==> src/rtl/cache_flush_walker.sv <==
`default_nettype none
// ============================================================================
// Module   : cache_flush_walker
// Brief    : Walks every set/way of a set-associative cache, hands each dirty
//            valid line to the writeback engine, optionally invalidates sets.
//            Optional WBCount output: define CACHE_FLUSH_WBCOUNT_EN.
// Revision : 1.0  initial release
// ============================================================================
module cache_flush_walker #(
  parameter int NUMWAYS  = 4,
  parameter int SETLEN   = 9,
  parameter int NUMLINES = 128
) (
  input  logic               clk,
  input  logic               reset,
  input  logic               FlushStart,
  input  logic               InvalidateMode,
  input  logic [NUMWAYS-1:0] ValidWay,
  input  logic [NUMWAYS-1:0] DirtyWay,
  input  logic               WBAck,
  output logic [SETLEN-1:0]  FlushAdr,
  output logic               FlushAdrSel,
  output logic               CacheEn,
  output logic [NUMWAYS-1:0] FlushWay,
  output logic               WBReq,
  output logic               ClearDirty,
  output logic               ClearValid,
  output logic               Busy,
  output logic               FlushDone
`ifdef CACHE_FLUSH_WBCOUNT_EN
  ,
  output logic [15:0]        WBCount
`endif
);

  typedef enum logic [2:0] {
    S_IDLE   = 3'd0,
    S_READ   = 3'd1,
    S_SCAN   = 3'd2,
    S_WB     = 3'd3,
    S_FINISH = 3'd4,
    S_DONE   = 3'd5
  } state_t;

  localparam logic [SETLEN-1:0]  c_LAST_SET = SETLEN'(NUMLINES - 1);
  localparam logic [SETLEN-1:0]  c_SET_ONE  = {{(SETLEN-1){1'b0}}, 1'b1};
  localparam logic [NUMWAYS-1:0] c_WAY_ONE  = {{(NUMWAYS-1){1'b0}}, 1'b1};

  state_t             r_state;
  state_t             w_next;
  logic [SETLEN-1:0]  r_set;
  logic [NUMWAYS-1:0] r_pending;
  logic               r_inv;

  logic [NUMWAYS-1:0] w_scan;
  logic [NUMWAYS-1:0] w_low;
  logic [NUMWAYS-1:0] w_rest;
  logic               w_last;

  // Two's-complement trick isolates the lowest pending way.
  assign w_scan = ValidWay & DirtyWay;
  assign w_low  = r_pending & (~r_pending + c_WAY_ONE);
  assign w_rest = r_pending & ~w_low;
  assign w_last = (r_set == c_LAST_SET);

  always_ff @(posedge clk) begin
    if (reset) begin
      r_state   <= S_IDLE;
      r_set     <= '0;
      r_pending <= '0;
      r_inv     <= 1'b0;
    end else begin
      r_state <= w_next;
      case (r_state)
        S_IDLE: begin
          if (FlushStart) begin
            r_inv <= InvalidateMode;
            r_set <= '0;
          end
        end
        S_SCAN:   r_pending <= w_scan;
        S_WB: begin
          if (WBAck) r_pending <= w_rest;
        end
        S_FINISH: begin
          if (!w_last) r_set <= r_set + c_SET_ONE;
        end
        default: ;
      endcase
    end
  end

  always_comb begin
    w_next      = r_state;
    FlushAdr    = '0;
    FlushAdrSel = 1'b0;
    CacheEn     = 1'b0;
    FlushWay    = '0;
    WBReq       = 1'b0;
    ClearDirty  = 1'b0;
    ClearValid  = 1'b0;
    Busy        = 1'b0;
    FlushDone   = 1'b0;
    case (r_state)
      S_IDLE: begin
        if (FlushStart) w_next = S_READ;
      end
      S_READ: begin
        CacheEn = 1'b1;
        w_next  = S_SCAN;
      end
      S_SCAN: begin
        w_next = (w_scan == '0) ? S_FINISH : S_WB;
      end
      S_WB: begin
        FlushWay = w_low;
        WBReq    = 1'b1;
        if (WBAck) begin
          ClearDirty = 1'b1;
          if (w_rest == '0) w_next = S_FINISH;
        end
      end
      S_FINISH: begin
        if (r_inv) begin
          ClearValid = 1'b1;
          FlushWay   = '1;
        end
        w_next = w_last ? S_DONE : S_READ;
      end
      S_DONE: begin
        FlushDone = 1'b1;
        w_next    = S_IDLE;
      end
      default: w_next = S_IDLE;
    endcase
    // The array mux stays on the walker for the whole walk, not just READ.
    if (r_state != S_IDLE) begin
      Busy        = 1'b1;
      FlushAdrSel = 1'b1;
      FlushAdr    = r_set;
    end
  end

`ifdef CACHE_FLUSH_WBCOUNT_EN
  logic [15:0] r_wbcount;

  always_ff @(posedge clk) begin
    if (reset) begin
      r_wbcount <= '0;
    end else if (r_state == S_IDLE && FlushStart) begin
      r_wbcount <= '0;
    end else if (r_state == S_WB && WBAck && r_wbcount != 16'hFFFF) begin
      r_wbcount <= r_wbcount + 16'd1;
    end
  end

  assign WBCount = r_wbcount;
`endif

endmodule
`default_nettype wire

==> config.mk <==
export PLATFORM = sky130hd
export DESIGN_NAME = cache_flush_walker
export DESIGN_NICKNAME = d
export VERILOG_FILES = /design/src/rtl/cache_flush_walker.sv
export SDC_FILE = /design/constraint.sdc
export NUM_CORES = 1
export LEC_CHECK = 0
export BUFFER_PORTS_ARGS = -buffer_cell sky130_fd_sc_hd__buf_2
export CORE_UTILIZATION = 50
export CTS_CLUSTER_DIAMETER = 50
export DETAILED_ROUTE_END_ITERATION = 16
export PLACE_DENSITY_LB_ADDON = 0.15
export SLEW_MARGIN = 40
export SYNTH_ARGS = -nofsm -noshare
export SYNTH_HDL_FRONTEND = slang
export SYNTH_SLANG_ARGS = --single-unit
==> constraint.sdc <==
create_clock -name clk -period 1.85 [get_ports clk]
set_input_delay 0.37 -clock clk [delete_from_list [all_inputs] [get_ports clk]]
set_output_delay 0.37 -clock clk [all_outputs]
set_load 0.1 [all_outputs]
==> results.cfg <==
[routing]
wire_per_inst_um = 18.8
dr.first_iter.drc_count = 110
firstDrtPassIters = 5
drc = 0
drt_wl_total_um = 3960
post_drt_via_cell_ratio = 6.61
postRouteAntennaNets = 0
vias = 1395

[critical_path]
cp_max_fo = 5
path_class = flop to output pin
crit_path_start_kind = flop
arrival_ns = 1.65
crit_chain = or2_4 > nor2_4 > clkinvlp_4 > and2_4 > buf_12
cp-end-kind = output pin
path_delay_family = simple AND/OR/NAND/NOR gates
cp.required_ns = 1.48
max_stage_delay_ns = 0.37
path_buf_inv = 2
crit_slowest_cell = dfxtp_4

[clock_tree]
clockBufferDepth = 2
cts_tree = yes
cts.clk_slew.worst_paths_ns = 0.11
htree_levels = 1
ctsHoldBuffers = 0
numCtsBuffers = 3
cts_root_buf = clkbuf_4
cts.sinks = 17
insertion_delay_ns = 0.30

[synthesis]
synthAdderAreaFrac_pct = 1.13
synth_top_family_by_area = simple AND/OR/NAND/NOR gates
synth_top_flop_cell = dfxtp_1
synth_compound_area_share_pct = 25.4
synth_xor_xnor_area_share_pct = 0
ys_warn_count = 0
synthSimpleGateAreaFrac_pct = 33.7
synth_nets = 156
yosysSeqAreaShare_pct = 30.8
synth.distinct_cells = 47
syn_area_um2 = 1100
synth_edf_count = 0
synthArstFlopShare_pct = 0
synthCells = 142
synth-seq-cells = 17
synth.avg_cell_area_um2 = 7.77
muxShareOfSynthArea_pct = 2.83

[timing]
max_slew_margin_pct = 62.0
fin_ws_ns = -0.174
clock.fmax_mhz = 494
post-route-period-util_pct = 109
finalClockSkew_ns = 0.00178
post-route-min-period_ns = 2.02
setup_viol = 13
slew_violations = 0
hold_ws_ns = 0.298
max_slew.worst_pin.slew_ns = 0.568
grt_setup_unrepaired = yes
hold_viol = 0

[layout]
n_fill_cell = 82
fin_util_pct = 90.6
area_delta_synth_final_pct = 66.0
diodes = 0
stdcell_count = 211
nNetsFinal = 199
drive_above_1_share_pct = 47.3

[place]
dp_hpwl_um = 2540
io_buffers = 32
place_congestion = 0.851
dpl.cell_count = 198
place_ws_ns = 0.0230

[pwr]
finalPower_mw = 1.10
ir_drop_uv = 593
power_density_nw_per_um2 = 601
p_leak_nw = 0.736

[outcome]
violations = setup timing
status = finished, violations left

[floorplanning]
num_rows = 16
fp.dieW_um = 49.0
start_util_pct = 54.6
die_y_um = 49.0
die_area_um2 = 2400
design.core.area_um2 = 2020
ios = 33

[global_route]
grt_pass1_wl_um = 6310
globalRouteMet2Util_pct = 57.6
first_global_vias = 1322
use_met3_pct = 6.23
grt_start_max_net_pins = 16
top_usage_layer = met2
use_met1_pct = 42.1
grt_usage_pct = 33.8
antenna_found_initial = 0
grt.overflow.total = 0

[run]
max_cap_viol_count = 0

[worst_hold_path]
timing.hold.worst.class = primary input to flop
[cell families after synthesis]
family | count (synthesis)
AO/OA/AOI/OAI | 39
adder cells (fa/ha/maj) | 1
buffers and inverters | 15
multiplexers | 3
AND/OR/NAND/NOR | 67
flip-flops | 17
[state kept, by name, summed over array words and instances (netlist names)]
name	cells
r_pending	4
r_inv	1
r_state	3
r_set	9
[where the power goes]
group          switching, mW  total [mW]  internal, mW
clock network          0.130       0.211        0.0807
registers             0.0213       0.401         0.380
logic                  0.300       0.489         0.188
total                  0.451        1.10         0.649
[placed cells by master (no fill, tap or decap), types with 2 or more instances in the layout]
cell / instances
nand4_1: 4
a21o_4: 3
nor3_1: 3
o21ai_0: 7
mux2i_1: 2
nor3_4: 2
or3_1: 3
nand2_1: 10
o21a_1: 2
dfxtp_4: 2
a211oi_1: 6
nor2_4: 2
buf_4: 12
inv_1: 4
nor2_1: 12
nor2_2: 2
a21oi_1: 5
clkinvlp_4: 3
dfxtp_1: 14
and2_4: 7
buf_2: 12
a32oi_1: 3
clkbuf_4: 3
buf_12: 20
buf_6: 2
nand3_1: 3
[worst reg2reg max path, stage by stage (launching register included)]
cell and delay [ns]:
dfxtp_1 0.41, ha_1 0.24, nand2_1 0.13, or3_1 0.35, or3_1 0.33, a31oi_1 0.20
[per-stage QoR]
| stage | setup TNS, ns | cell area, um^2 |
|---|---|---|
| floorplan | -2.97 | 1210 |
| global route | -2.03 | 1830 |
| detailed placement | 0 | 1690 |
| finish | -1.51 | 1830 |
| CTS | -1.07 | 1810 |
| global placement | 0 | 1690 |
[per-layer routing]
metal  up-vias  wire length (um)
met1       637              1510
met2       128              1880
met5         -                 0
met4         0               117
li1        610                 -
met3        20               459
[cell type report]
type	instances	area [um^2]	share of cell area, %
clock buffer	3	22.5	1.23
timing repair buffer	46	573	31.3
sequential	17	349	19.1
clock inverter	1	5.00	0.273
multi-input combinational	110	811	44.3
tap	27	33.8	1.84
timing repair inverter	1	7.51	0.410
inverter	6	30.0	1.64
[worst paths after layout]
path	start	endpoint	slack, ns	depth (start not counted)
max reg2reg	r_set[1]	r_set[8]	0.12	5
max	r_state[1]	FlushAdr[5]	-0.17	5
min reg2reg	r_inv	r_inv	0.55	2
min	InvalidateMode	r_inv	0.30	3
[Yosys cell counts, types with 3 or more instances]
cell | count | area [um^2]
nand3_1 | 3 | 15.0
inv_1 | 6 | 22.5
o21ai_0 | 7 | 35.0
a32oi_1 | 3 | 26.3
a21oi_1 | 5 | 25.0
clkbuf_1 | 4 | 15.0
and2_1 | 8 | 50.1
buf_2 | 3 | 15.0
or3_1 | 3 | 18.8
nand2_1 | 11 | 41.3
nor3_1 | 6 | 30.0
a211oi_1 | 6 | 45.0
nand4_1 | 4 | 25.0
a21o_1 | 3 | 22.5
nor2_1 | 16 | 60.1
dfxtp_1 | 17 | 340
[timing repair]
| item | CTS | global route |
|---|---|---|
| buffers inserted | 7 | 1 |
| resized for setup | 11 | 5 |
| gates cloned | 1 | 0 |
| setup endpoints to repair | 14 | 16 |
| pin swaps | 2 | 0 |
No activity file was read; power rests on OpenSTA's default activity.
